$ cat config.mk
export PLATFORM = sky130hd
export DESIGN_NAME = io_bus_arbiter_flat
export DESIGN_NICKNAME = d
export VERILOG_FILES = /design/src/rtl/io_bus_arbiter_if.sv /design/src/rtl/io_bus_arbiter.sv /design/src/flat_wrapper.sv
export SDC_FILE = /design/constraint.sdc
export NUM_CORES = 1
export LEC_CHECK = 0
export ABC_AREA = 1
export BUFFER_PORTS_ARGS = -buffer_cell sky130_fd_sc_hd__buf_2
export CAP_MARGIN = 20
export CORE_UTILIZATION = 53
export DETAILED_ROUTE_END_ITERATION = 10
export GPL_TIMING_DRIVEN = 0
export PLACE_DENSITY = 0.86
export SETUP_SLACK_MARGIN = 0.4
export SYNTH_ARGS = -nofsm -noshare
export SYNTH_HDL_FRONTEND = slang
export SYNTH_SLANG_ARGS = --single-unit
$ cat constraint.sdc
create_clock -name clk -period 2.3 [get_ports clk]
set_input_delay 0.46 -clock clk [delete_from_list [all_inputs] [get_ports clk]]
set_output_delay 0.46 -clock clk [all_outputs]
set_load 0.01 [all_outputs]
$ cat src/rtl/io_bus_arbiter_if.sv
// rtl/io_bus_arbiter_if.sv - two-master IO bus arbiter signal bundle
interface io_bus_arbiter_if #(
  parameter int AW = 32,
  parameter int DW = 32
);
  logic          m0_req;
  logic          m0_we;
  logic [AW-1:0] m0_addr;
  logic [DW-1:0] m0_wdata;
  logic [2:0]    m0_size;
  logic          m0_ack;
  logic          m0_err;
  logic [DW-1:0] m0_rdata;

  logic          m1_req;
  logic          m1_we;
  logic [AW-1:0] m1_addr;
  logic [DW-1:0] m1_wdata;
  logic [2:0]    m1_size;
  logic          m1_ack;
  logic          m1_err;
  logic [DW-1:0] m1_rdata;

  logic [AW-1:0] io_address;
  logic [DW-1:0] io_write_value;
  logic [2:0]    io_data_size;
  logic          io_write_en;
  logic          io_read_en;
  logic [DW-1:0] io_read_value;
  logic          io_ack;

  // Arbiter side: answers both masters and drives the IO slave
  modport slave (
    input  m0_req, m0_we, m0_addr, m0_wdata, m0_size,
    output m0_ack, m0_err, m0_rdata,
    input  m1_req, m1_we, m1_addr, m1_wdata, m1_size,
    output m1_ack, m1_err, m1_rdata,
    output io_address, io_write_value, io_data_size, io_write_en, io_read_en,
    input  io_read_value, io_ack
  );

  // Environment side: the two masters plus the IO slave
  modport master (
    output m0_req, m0_we, m0_addr, m0_wdata, m0_size,
    input  m0_ack, m0_err, m0_rdata,
    output m1_req, m1_we, m1_addr, m1_wdata, m1_size,
    input  m1_ack, m1_err, m1_rdata,
    input  io_address, io_write_value, io_data_size, io_write_en, io_read_en,
    output io_read_value, io_ack
  );
endinterface

$ cat src/rtl/io_bus_arbiter.sv
// rtl/io_bus_arbiter.sv - round-robin two-master arbiter for the IO bus with slave timeout
module io_bus_arbiter #(
  parameter int AW      = 32,
  parameter int DW      = 32,
  parameter int TIMEOUT = 15
) (
  input logic             clk,
  input logic             rst_n,
  io_bus_arbiter_if.slave bus
);

  localparam logic [7:0] TMO = 8'(TIMEOUT);

  typedef enum logic [1:0] {IDLE, ISSUE, WAIT, RESP} state_t;

  state_t        state_q, state_d;
  logic          prio_q, prio_d;     // master that wins a tie
  logic          owner_q, owner_d;   // master of the transaction in flight
  logic          we_q, we_d;
  logic [7:0]    cnt_q, cnt_d;
  logic [DW-1:0] rdata_q, rdata_d;   // response captured from the slave
  logic          err_q, err_d;

  logic [AW-1:0] addr_q, addr_d;
  logic [DW-1:0] wval_q, wval_d;
  logic [2:0]    size_q, size_d;
  logic          wen_q, wen_d;
  logic          ren_q, ren_d;

  logic          ack0_q, ack0_d, ack1_q, ack1_d;
  logic          err0_q, err0_d, err1_q, err1_d;
  logic [DW-1:0] rd0_q, rd0_d, rd1_q, rd1_d;

  logic          grant;

  // State and every output register; reset drops any transaction in flight
  always_ff @(posedge clk or negedge rst_n) begin
    if (!rst_n) begin
      state_q <= IDLE;
      prio_q  <= 1'b0;
      owner_q <= 1'b0;
      we_q    <= 1'b0;
      cnt_q   <= 8'd0;
      rdata_q <= '0;
      err_q   <= 1'b0;
      addr_q  <= '0;
      wval_q  <= '0;
      size_q  <= 3'd0;
      wen_q   <= 1'b0;
      ren_q   <= 1'b0;
      ack0_q  <= 1'b0;
      ack1_q  <= 1'b0;
      err0_q  <= 1'b0;
      err1_q  <= 1'b0;
      rd0_q   <= '0;
      rd1_q   <= '0;
    end else begin
      state_q <= state_d;
      prio_q  <= prio_d;
      owner_q <= owner_d;
      we_q    <= we_d;
      cnt_q   <= cnt_d;
      rdata_q <= rdata_d;
      err_q   <= err_d;
      addr_q  <= addr_d;
      wval_q  <= wval_d;
      size_q  <= size_d;
      wen_q   <= wen_d;
      ren_q   <= ren_d;
      ack0_q  <= ack0_d;
      ack1_q  <= ack1_d;
      err0_q  <= err0_d;
      err1_q  <= err1_d;
      rd0_q   <= rd0_d;
      rd1_q   <= rd1_d;
    end
  end

  // Next state, grant decision and next values of the registered outputs
  always_comb begin
    state_d = state_q;
    prio_d  = prio_q;
    owner_d = owner_q;
    we_d    = we_q;
    cnt_d   = cnt_q;
    rdata_d = rdata_q;
    err_d   = err_q;
    addr_d  = addr_q;
    wval_d  = wval_q;
    size_d  = size_q;
    wen_d   = 1'b0;
    ren_d   = 1'b0;
    ack0_d  = 1'b0;
    ack1_d  = 1'b0;
    err0_d  = err0_q;
    err1_d  = err1_q;
    rd0_d   = rd0_q;
    rd1_d   = rd1_q;
    grant   = 1'b0;

    case (state_q)
      IDLE: begin
        if (bus.m0_req || bus.m1_req) begin
          // A lone requester wins outright; a tie goes to the priority pointer
          grant   = (bus.m0_req && bus.m1_req) ? prio_q : bus.m1_req;
          owner_d = grant;
          if (grant) begin
            we_d   = bus.m1_we;
            addr_d = bus.m1_addr;
            wval_d = bus.m1_wdata;
            size_d = bus.m1_size;
          end else begin
            we_d   = bus.m0_we;
            addr_d = bus.m0_addr;
            wval_d = bus.m0_wdata;
            size_d = bus.m0_size;
          end
          // Strobe is registered so it is high exactly during ISSUE
          wen_d   = we_d;
          ren_d   = !we_d;
          state_d = ISSUE;
        end
      end

      ISSUE: begin
        if (bus.io_ack) begin
          rdata_d = we_q ? '0 : bus.io_read_value;
          err_d   = 1'b0;
          state_d = RESP;
        end else begin
          cnt_d   = 8'd1;
          state_d = WAIT;
        end
      end

      WAIT: begin
        // A slave ack on the final allowed cycle still wins over the timeout
        if (bus.io_ack) begin
          rdata_d = we_q ? '0 : bus.io_read_value;
          err_d   = 1'b0;
          state_d = RESP;
        end else if (cnt_q == TMO) begin
          rdata_d = '0;
          err_d   = 1'b1;
          state_d = RESP;
        end else begin
          cnt_d = cnt_q + 8'd1;
        end
      end

      RESP: begin
        if (owner_q) begin
          ack1_d = 1'b1;
          err1_d = err_q;
          rd1_d  = rdata_q;
        end else begin
          ack0_d = 1'b1;
          err0_d = err_q;
          rd0_d  = rdata_q;
        end
        prio_d  = ~owner_q;
        cnt_d   = 8'd0;
        state_d = IDLE;
      end

      default: state_d = IDLE;
    endcase
  end

  assign bus.io_address     = addr_q;
  assign bus.io_write_value = wval_q;
  assign bus.io_data_size   = size_q;
  assign bus.io_write_en    = wen_q;
  assign bus.io_read_en     = ren_q;
  assign bus.m0_ack         = ack0_q;
  assign bus.m0_err         = err0_q;
  assign bus.m0_rdata       = rd0_q;
  assign bus.m1_ack         = ack1_q;
  assign bus.m1_err         = err1_q;
  assign bus.m1_rdata       = rd1_q;

endmodule

$ cat src/flat_wrapper.sv
// flat-port wrapper written by rule: the top's interface ports become plain ports
module io_bus_arbiter_flat 
#(
  parameter int AW      = 32,
  parameter int DW      = 32,
  parameter int TIMEOUT = 15
)
  (clk, rst_n, bus_m0_req, bus_m0_we, bus_m0_addr, bus_m0_wdata, bus_m0_size, bus_m0_ack, bus_m0_err, bus_m0_rdata, bus_m1_req, bus_m1_we, bus_m1_addr, bus_m1_wdata, bus_m1_size, bus_m1_ack, bus_m1_err, bus_m1_rdata, bus_io_address, bus_io_write_value, bus_io_data_size, bus_io_write_en, bus_io_read_en, bus_io_read_value, bus_io_ack);
  io_bus_arbiter_if #(.AW(AW), .DW(DW)) bus_i ();
  input logic clk;
  input logic rst_n;
  input wire logic [$bits(bus_i.m0_req)-1:0] bus_m0_req;
  input wire logic [$bits(bus_i.m0_we)-1:0] bus_m0_we;
  input wire logic [$bits(bus_i.m0_addr)-1:0] bus_m0_addr;
  input wire logic [$bits(bus_i.m0_wdata)-1:0] bus_m0_wdata;
  input wire logic [$bits(bus_i.m0_size)-1:0] bus_m0_size;
  output wire logic [$bits(bus_i.m0_ack)-1:0] bus_m0_ack;
  output wire logic [$bits(bus_i.m0_err)-1:0] bus_m0_err;
  output wire logic [$bits(bus_i.m0_rdata)-1:0] bus_m0_rdata;
  input wire logic [$bits(bus_i.m1_req)-1:0] bus_m1_req;
  input wire logic [$bits(bus_i.m1_we)-1:0] bus_m1_we;
  input wire logic [$bits(bus_i.m1_addr)-1:0] bus_m1_addr;
  input wire logic [$bits(bus_i.m1_wdata)-1:0] bus_m1_wdata;
  input wire logic [$bits(bus_i.m1_size)-1:0] bus_m1_size;
  output wire logic [$bits(bus_i.m1_ack)-1:0] bus_m1_ack;
  output wire logic [$bits(bus_i.m1_err)-1:0] bus_m1_err;
  output wire logic [$bits(bus_i.m1_rdata)-1:0] bus_m1_rdata;
  output wire logic [$bits(bus_i.io_address)-1:0] bus_io_address;
  output wire logic [$bits(bus_i.io_write_value)-1:0] bus_io_write_value;
  output wire logic [$bits(bus_i.io_data_size)-1:0] bus_io_data_size;
  output wire logic [$bits(bus_i.io_write_en)-1:0] bus_io_write_en;
  output wire logic [$bits(bus_i.io_read_en)-1:0] bus_io_read_en;
  input wire logic [$bits(bus_i.io_read_value)-1:0] bus_io_read_value;
  input wire logic [$bits(bus_i.io_ack)-1:0] bus_io_ack;
  assign bus_i.m0_req = bus_m0_req;
  assign bus_i.m0_we = bus_m0_we;
  assign bus_i.m0_addr = bus_m0_addr;
  assign bus_i.m0_wdata = bus_m0_wdata;
  assign bus_i.m0_size = bus_m0_size;
  assign bus_m0_ack = bus_i.m0_ack;
  assign bus_m0_err = bus_i.m0_err;
  assign bus_m0_rdata = bus_i.m0_rdata;
  assign bus_i.m1_req = bus_m1_req;
  assign bus_i.m1_we = bus_m1_we;
  assign bus_i.m1_addr = bus_m1_addr;
  assign bus_i.m1_wdata = bus_m1_wdata;
  assign bus_i.m1_size = bus_m1_size;
  assign bus_m1_ack = bus_i.m1_ack;
  assign bus_m1_err = bus_i.m1_err;
  assign bus_m1_rdata = bus_i.m1_rdata;
  assign bus_io_address = bus_i.io_address;
  assign bus_io_write_value = bus_i.io_write_value;
  assign bus_io_data_size = bus_i.io_data_size;
  assign bus_io_write_en = bus_i.io_write_en;
  assign bus_io_read_en = bus_i.io_read_en;
  assign bus_i.io_read_value = bus_io_read_value;
  assign bus_i.io_ack = bus_io_ack;
  io_bus_arbiter #(.AW(AW), .DW(DW), .TIMEOUT(TIMEOUT)) u_core (.clk(clk), .rst_n(rst_n), .bus(bus_i));
endmodule
==> results of run 1 <==
## cells in the final DEF (no fill, tap or decap), drive strengths merged
master / Yosys / routed
nand3: 42 / 42
clkinvlp: 0 / 3
dlygate4sd3: 0 / 1
a21oi: 136 / 136
nand2: 253 / 253
nand3b: 2 / 2
nor3: 1 / 1
dfrtp: 183 / 183
buf: 37 / 343
inv: 83 / 88
nor3b: 1 / 1
xnor2: 1 / 1
o21ai: 70 / 70
ha: 5 / 5
nand4: 1 / 1
clkbuf: 17 / 41
diode: 0 / 3
and2: 1 / 1
o21bai: 1 / 1
bufinv: 0 / 1
clkinv: 0 / 6
o211ai: 1 / 1
nor2: 116 / 116
## synth_stat cells (all sizes together)
master	instances
nand2	253
dfrtp	183
a21oi	136
nor2	116
inv	83
o21ai	70
nand3	42
buf	37
clkbuf	17
ha	5
nand3b	2
and2	1
nand4	1
nor3	1
nor3b	1
o211ai	1
o21bai	1
xnor2	1
## state kept, by name, summed over array words and instances (netlist names)
signal,cells
u_core.bus.m1_ack,1
u_core.bus.io_write_value,32
u_core.prio_q,1
u_core.bus.m1_err,1
u_core.bus.io_write_en,1
u_core.bus.io_read_en,1
u_core.err_q,1
u_core.owner_q,1
u_core.rdata_q,32
u_core.bus.m0_ack,1
u_core.bus.m0_err,1
u_core.state_q,2
u_core.bus.io_data_size,3
u_core.bus.m0_rdata,32
u_core.cnt_q,8
u_core.we_q,1
u_core.bus.io_address,32
u_core.bus.m1_rdata,32
## final timing paths
| path | from | to | slack, ps | cells after the start |
|---|---|---|---|---|
| hold / removal | bus_m1_wdata[12] | u_core.bus.io_write_value[12] | 270 | 3 |
| setup / recovery | u_core.state_q[0] | u_core.bus.io_address[28] | 510 | 9 |
| setup reg to reg | u_core.state_q[0] | u_core.bus.io_address[28] | 510 | 9 |
| hold reg to reg | u_core.rdata_q[10] | u_core.rdata_q[10] | 470 | 2 |
| max in group asynchronous | rst_n | u_core.bus.io_address[20] | 760 | 3 |
| min in group asynchronous | rst_n | u_core.bus.m1_rdata[20] | 560 | 2 |
## repair_timing
item | in CTS | in global routing
gates resized for setup | 0 | 23
setup endpoints to repair | 8 | 116
endpoints found under the hold margin | 64 | 0
pin swaps | 1 | 1
setup buffers | 2 | 1
hold buffers | 1 | 0
## critical path: stages (launching register included)
cell,delay [ps]
dfrtp_1,430
inv_2,100
ha_1,180
inv_2,70
nor2_4,200
inv_4,80
buf_4,180
buf_4,190
a21oi_1,150
a21oi_1,80
## layout make-up
type | count | area [um2] | share of cell area, %
Antenna cell | 3 | 7.51 | 0.0718
Tap cell | 184 | 230 | 2.20
Multi-Input combinational cell | 631 | 2810 | 26.9
Clock inverter | 15 | 168 | 1.60
Inverter | 83 | 314 | 3.00
Sequential cell | 183 | 4580 | 43.8
Buffer | 54 | 310 | 2.97
Clock buffer | 17 | 425 | 4.07
Timing Repair Buffer | 314 | 1620 | 15.5
## logic make-up after synthesis
family / Yosys count / share of synthesized area (%)
simple gates: 417 / 20.9
compound gates: 208 / 13.3
flops: 183 / 57.4
buf+inv: 137 / 7.51
fa+ha+maj: 5 / 0.784
xor+xnor: 1 / 0.110
## metrics by stage
step	area, um2	cells	worst slack (ps)	total power [W]
floorplan	7980	951	753	0.00864
global placement	9750	1444	-2100	0.0106
detailed placement	9790	1445	322	0.0109
CTS	10400	1480	430	0.0138
global route	10500	1484	396	0.0149
finish	10500	1484	513	0.0139
## power groups by stage
stage	clock network (W)	logic, W	registers (W)
detailed placement	0	0.00560	0.00526
global placement	0	0.00543	0.00522
CTS	0.00292	0.00567	0.00524
finish	0.00290	0.00573	0.00527
global route	0.00305	0.00641	0.00540
floorplan	0	0.00296	0.00569
## routing by layer
layer	up-vias	GRT usage, %
met5	-	0
met1	3661	36.5
met4	0	14.2
li1	3694	-
met3	67	7.56
met2	390	52.3
==> flow_summary.toml, run 1 <==
[outcome]
outcome = "completed"

[timing]
worst_pin_slew_ps = 633
setup_tns_ps = 0
rsz0062_at_grt = "no"
final-hold-violation-count = 0
post-route-period-util_pct = 77.7
min_period_ps = 1790
skew_ps = 11.5
setup_viol = 0
slew-limit-headroom_pct = 57.8
fmax_mhz = 560
hold_slack_ps = 274
slew_viol_final = 0

[floorplanning]
die_x_um = 125
core.rowCount = 44
ios = 310
initial_core_util_pct = 54.7
dieHeight_um = 125
die_area_mm2 = 0.0155
core-area_mm2 = 0.0146

[logic_synthesis]
yosys_warnings = 0
yosysSeqAreaShare_pct = 57.4
synth_area_leaders = "dfrtp_1 57%, nand2_1 12%, a21oi_1 8.5%"
synth_top_area_cell = "dfrtp_1"
yosysUniqueCellTypes = 27
synth_area_per_cell_um2 = 8.39
syn_inst = 951
syn_area_mm2 = 0.00798
ys_ff_latch = 183
synth_nets = 1129
synth_top_area_share_pct = 57.4

[grt]
grt_start_max_net_pins = 120
antenna_found_initial = 3
grt_pass1_wl_um = 37800
grt_pass1_vias = 7749
grt.overflow.total = 0
track_usage_pct = 30.7

[drt]
num_vias = 7812
drcViolationCount = 0
wl_um = 23300
drtIter0Drc = 525
vias_per_cell = 5.26
wire_per_inst_um = 15.7
wl_met1_um = 8830
dr.max_layer_used = "met4"
met3_length_um = 1950
met2WireLength_um = 11600
drtPass1Iterations = 6
antenna_left = 0

[finish]
finalNetCount = 1462
fillers = 1106
utilization_pct = 71.7
syn_to_final_growth_pct = 31.1
drive_above_1_share_pct = 31.0

[placed_design]
post-dp-hpwl_um = 17000
place.gp.congestion = 0.887
portBuffers = 309

[power]
p_per_area_mw_per_mm2 = 1330
irDropWorstVdd_v = 0.000743
switchingPower_w = 0.00567
p_comb_share_pct = 41.2
netSwitchingFraction_pct = 40.8
cell_internal_pwr_w = 0.00823
p_leak_nw = 5.62
power_frac_clock_pct = 20.9
power_frac_seq_pct = 37.9

[setup_path]
cp-start-kind = "register"
path_class = "reg2reg"
cp-end-kind = "register"
path_max_fanout = 10
worstPathRequired_ps = 2610
critPathArrivalTime_ps = 2100

[cts]
htreeDepth = 4
cts.reportedPaths.clkPinSlew_ps = 70
clk_latency_ps = 430
cts_buffers = 17
root_buffer = "clkbuf_16"
tritoncts = "yes"
clock_path_buffers = 2
cts_sinks = 183

[min_path]
hold_path.class = "in2reg"

[run]
maxCapViolCount = 0
Power figures use the tool's default switching activity.
==> run 2, diff against run 1 <==
Settings changed: ABC_AREA 1 to 0, CORE_UTILIZATION 53 to 48, PLACE_DENSITY 0.86 to 0.8.
Clock period 2.3 ns to 1.9 ns, I/O delays scaled along.
==> flow_summary.toml, run 2 <==
[placed_design]
dp_slack_ps = -315
portBuffers = 308
placed_area_mm2 = 0.00950
dp_cells = 1126
post-dp-hpwl_um = 14800
place.gp.congestion = 0.813

[power]
cell_internal_pwr_w = 0.0120
switchingPower_w = 0.00709
irDropWorstVdd_v = 0.000971
power_frac_seq_pct = 35.9
p_comb_share_pct = 46.5
p_total_w = 0.0191
p_leak_nw = 6.28
power_frac_clock_pct = 17.6
netSwitchingFraction_pct = 37.2
p_per_area_mw_per_mm2 = 1650

[setup_path]
critPathArrivalTime_ps = 2120
path_buf_inv = 1
path_class = "reg2reg"
r2r-start = "u_core.cnt_q[6]"
critical_path.cell_chain = "or4_4, nor3_4, o22ai_4, buf_6, a22o_1"
cp_slowest_cell = "or4_4"
cp-end-kind = "register"
rrSetupSlack_ps = 90
path_max_fanout = 10
worstPathRequired_ps = 2210
crit_family = "simple AND/OR/NAND/NOR gates"
crit_start = "u_core.cnt_q[6]"
cp-start-kind = "register"
max_stage_delay_ps = 570

[drt]
drcViolationCount = 0
wire_per_inst_um = 20.0
num_vias = 6425
drtIter0Drc = 249
drtPass1Iterations = 4
antenna_left = 0
wl_um = 24000
vias_per_cell = 5.35

[timing]
slew-limit-headroom_pct = 65.6
worst_slack_ps = 92.4
slew_viol_final = 0
setup_viol = 0
fmax_mhz = 553
skew_ps = 12.3
rsz0062_at_grt = "yes"
worst_pin_slew_ps = 516
post-route-period-util_pct = 95.1
min_period_ps = 1810
final-hold-violation-count = 0

[logic_synthesis]
synth_top_area_cell = "dfrtp_1"
synth_area_per_cell_um2 = 12.5
synth_area_leaders = "dfrtp_1 60%, mux2_2 9.9%, mux2i_1 9.1%"
synth_nets = 784
yosys-top-cells-count = "183 x dfrtp_1, 77 x nand2_1, 71 x o21ai_0"
synth_top_area_share_pct = 60.2
ys_ff_latch = 183
synthFlopType = "dfrtp_1"
synth.most_common_cell = "dfrtp_1"
syn_inst = 606
yosys_warnings = 0
syn_area_mm2 = 0.00760
synth_edf_count = 0
yosysUniqueCellTypes = 40
async_flop_share_pct = 100
yosysSeqAreaShare_pct = 60.2

[finish]
seq_area_mm2 = 0.00459
drive_above_1_share_pct = 58.1
syn_to_final_growth_pct = 51.6
finalNetCount = 1152
final_cells = 1202
layout_common_cells = "308 x buf_2, 177 x dfrtp_1, 63 x mux2i_1"
fillers = 1020
final_common_cell = "buf_2"
multi_input_area_mm2 = 0.00345
utilization_pct = 75.3
design_area_mm2 = 0.0115

[cts]
htreeDepth = 4
root_buffer = "clkbuf_16"
clock_path_buffers = 2
cts_buffers = 17
clk_latency_ps = 430
cts.reportedPaths.clkPinSlew_ps = 70
tritoncts = "yes"
cts_sinks = 183

[grt]
grt.overflow.total = 0
grt_pass1_wl_um = 33300
antenna_found_initial = 4
grt_start_max_net_pins = 105
grt_pass1_vias = 6301
track_usage_pct = 27.1

[outcome]
outcome = "completed"

[run]
maxCapViolCount = 0

[min_path]
hold_path.class = "in2reg"
hold_start = "bus_io_read_value[29]"

[floorplanning]
initial_core_util_pct = 49.6
die_area_mm2 = 0.0163
ios = 310
core.rowCount = 45
core-area_mm2 = 0.0153
dieHeight_um = 128
die_x_um = 128
[run 2: per-stage QoR]
| step | TNS (ps) | hold slack (ps) |
|---|---|---|
| 2_1_floorplan | 0 | 84.4 |
| 3_3_place_gp | -457990 | 457 |
| 3_5_place_dp | -8910 | 411 |
| 4_1_cts | 0 | 151 |
| 5_1_grt | 0 | 152 |
| 6_report | 0 | 172 |
[run 2: routing by layer]
| layer | vias up | track usage, % | wire, um |
|---|---|---|---|
| li1 | 2904 | - | - |
| met4 | 2 | 10.9 | 639 |
| met3 | 48 | 9.43 | 1680 |
| met2 | 255 | 45.8 | 12300 |
| met5 | - | 0 | 13 |
| met1 | 3216 | 31.5 | 9370 |
[run 2: what timing repair did]
action                                  4_1_cts  5_1_grt
hold buffers                                  1        0
setup buffers                                22        4
endpoints found under the setup margin      172      281
resized for setup                           125      204
pin swaps                                     2       38
gates cloned                                  6        7
hold endpoints to repair                     79        0
[run 2: path summary, 6_finish.rpt]
check / cells after the start / endpoint
worst max register to register: 5 / u_core.rdata_q[13]
min in group asynchronous: 2 / u_core.rdata_q[5]
max in group asynchronous: 3 / u_core.rdata_q[28]
worst max-delay path: 5 / u_core.rdata_q[13]
worst min register to register: 2 / u_core.bus.io_write_value[22]
worst min-delay path: 2 / u_core.rdata_q[29]
[run 2: logic make-up after synthesis]
logic type	after synthesis	synth area share [%]
flip-flops	183	60.2
multiplexers	136	19.0
AO/OA/AOI/OAI	124	10.5
AND/OR/NAND/NOR	111	6.39
buffers and inverters	47	3.04
adder cells (fa/ha/maj)	5	0.823
[run 2: worst reg2reg max path: cells and delay by family, from the launching register on]
family | cells | cell delay (ps)
AND/OR/NAND/NOR | 2 | 730
AO/OA/AOI/OAI | 2 | 360
flip-flops | 1 | 430
buffers and inverters | 1 | 180
[run 2: final cells by class]
| cell class | count | share of cell area (%) |
|---|---|---|
| Sequential cell | 183 | 39.8 |
| Multi-Input combinational cell | 377 | 29.9 |
| Timing Repair Buffer | 348 | 18.5 |
| Buffer | 38 | 4.28 |
| Clock buffer | 19 | 3.76 |
| Tap cell | 211 | 2.29 |
| Clock inverter | 13 | 1.01 |
| Inverter | 9 | 0.315 |
| Antenna cell | 4 | 0.0868 |
[run 2: power groups by stage]
stage	sequential [W]	combinational [W]	clock (W)
6_report	0.00685	0.00887	0.00335
5_1_grt	0.00700	0.00947	0.00351
4_1_cts	0.00657	0.00732	0.00339
3_5_place_dp	0.00656	0.00607	0
3_3_place_gp	0.00650	0.00592	0
2_1_floorplan	0.00706	0.00303	0
==> run 3, diff against run 2 <==
Settings changed: CORE_MARGIN set to 4.
==> flow_summary.toml, run 3 (synthesis gave the netlist of run 2 again) <==
[power]
p_comb_share_pct = 46.7
switchingPower_w = 0.00697
p_leak_nw = 6.36
cell_internal_pwr_w = 0.0120
irDropWorstVdd_v = 0.00104
power_frac_seq_pct = 35.6
power_frac_clock_pct = 17.8
netSwitchingFraction_pct = 36.7
p_per_area_mw_per_mm2 = 1640

[finish]
finalNetCount = 1172
drive_above_1_share_pct = 55.3
syn_to_final_growth_pct = 52.8
final_common_cell = "buf_2"
design_area_mm2 = 0.0116
layout_common_cells = "309 x buf_2, 178 x dfrtp_1, 71 x nand2_1"

[outcome]
outcome = "completed"

[drt]
num_vias = 6459
antenna_left = 0
vias_per_cell = 5.28
wl_um = 25200
drcViolationCount = 0
drtPass1Iterations = 4
drtIter0Drc = 286
wire_per_inst_um = 20.6

[timing]
worst_pin_slew_ps = 463
slew-limit-headroom_pct = 69.2
fmax_mhz = 551
slew_viol_final = 0
final-hold-violation-count = 0
rsz0062_at_grt = "yes"
setup_tns_ps = 0
skew_ps = 16.4
min_period_ps = 1810
setup_viol = 0
post-route-period-util_pct = 95.4

[setup_path]
max_stage_delay_ps = 570
r2r-start = "u_core.cnt_q[6]"
cp-start-kind = "register"
crit_start = "u_core.cnt_q[6]"
cp-end-kind = "register"
r2r_cells = 5
rr_endpoint = "u_core.rdata_q[12]"
path_class = "reg2reg"
path_max_fanout = 6
cp-endpoint = "u_core.rdata_q[12]"
cp_slowest_cell = "or4_4"
worstPathRequired_ps = 2210
critPathArrivalTime_ps = 2130
path_buf_inv = 1
path_depth = 5
crit_family = "simple AND/OR/NAND/NOR gates"
rrSetupSlack_ps = 90
critical_path.cell_chain = "or4_4, nor3_4, o22ai_4, buf_4, a22o_1"

[placed_design]
portBuffers = 308
place.gp.congestion = 0.814
placed_area_mm2 = 0.00950
post-dp-hpwl_um = 16100

[grt]
grt_start_max_net_pins = 106
grt_pass1_wl_um = 34700
grt.overflow.total = 0
antenna_found_initial = 5
grt_pass1_vias = 6484
track_usage_pct = 24.9

[floorplanning]
core-area_mm2 = 0.0154
die_area_mm2 = 0.0179
dieHeight_um = 134
initial_core_util_pct = 49.5
ios = 310
core.rowCount = 45
die_x_um = 134

[min_path]
hold_path.class = "in2reg"

[cts]
clock_path_buffers = 2
htreeDepth = 4
clk_latency_ps = 430
tritoncts = "yes"
cts_sinks = 183
cts.reportedPaths.clkPinSlew_ps = 70
root_buffer = "clkbuf_16"
cts_buffers = 17

[run]
maxCapViolCount = 0
run 3: power by group through the flow:
| stage | clock, W | combinational, W | sequential (W) |
|---|---|---|---|
| CTS | 0.00341 | 0.00733 | 0.00660 |
| detailed placement | 0 | 0.00615 | 0.00660 |
| floorplan | 0 | 0.00303 | 0.00706 |
| finish | 0.00337 | 0.00887 | 0.00675 |
| global placement | 0 | 0.00596 | 0.00653 |
| global route | 0.00361 | 0.00947 | 0.00693 |
run 3: layout make-up:
cell class / count / area [um2]
repair buffers: 368 / 2370
well taps: 211 / 264
fillers: 993 / 3750
plain buffers: 38 / 460
diodes: 5 / 12.5
flip-flops and latches: 183 / 4590
clock buffers: 18 / 429
multi-input cells: 377 / 3330
inverters: 9 / 36.3
clock inverters: 14 / 126
run 3: worst min path at each step:
| stage | startpoint | slack [ps] | cells past startpoint | end |
|---|---|---|---|---|
| 2_1_floorplan | rst_n | 80 | 0 | u_core.bus.io_address[0] |
| 3_3_place_gp | u_core.bus.io_address[5] | 460 | 2 | u_core.bus.io_address[5] |
| 3_5_place_dp | rst_n | 400 | 1 | u_core.rdata_q[7] |
| 4_1_cts | bus_io_read_value[21] | 150 | 2 | u_core.rdata_q[21] |
| 5_1_grt | bus_io_read_value[21] | 160 | 2 | u_core.rdata_q[21] |
| 6_report | bus_io_read_value[26] | 180 | 2 | u_core.rdata_q[26] |
run 3: layer usage:
metal	track usage, %	vias up	wire length, um	share of wire [%]
met4	8.86	2	613	2.4
met3	8.33	46	2080	8.3
met2	42.1	293	13100	52
met1	29.8	3185	9430	37
li1	-	2933	-	-
met5	0	-	13	0.052
run 3: per-stage QoR:
stage	hold WS, ps	power (W)	std cells	util (%)	setup slack [ps]
after floorplan	84.4	0.0101	606	-	260
after global placement	455	0.0125	1125	61.5	-2450
after detailed placement	399	0.0127	1126	61.8	-320
after CTS	154	0.0173	1186	69.7	140
after global routing	164	0.0200	1221	75.5	36.5
final	180	0.0190	1223	75.6	86.5
run 3: what timing repair did:
action                                  CTS  global route
resized for setup                       100           164
hold buffers                              1             0
buffers inserted                         23            21
endpoints found under the setup margin  170           278
pin swaps                                 4            15
cloned                                    4            11
endpoints found under the hold margin    78             0
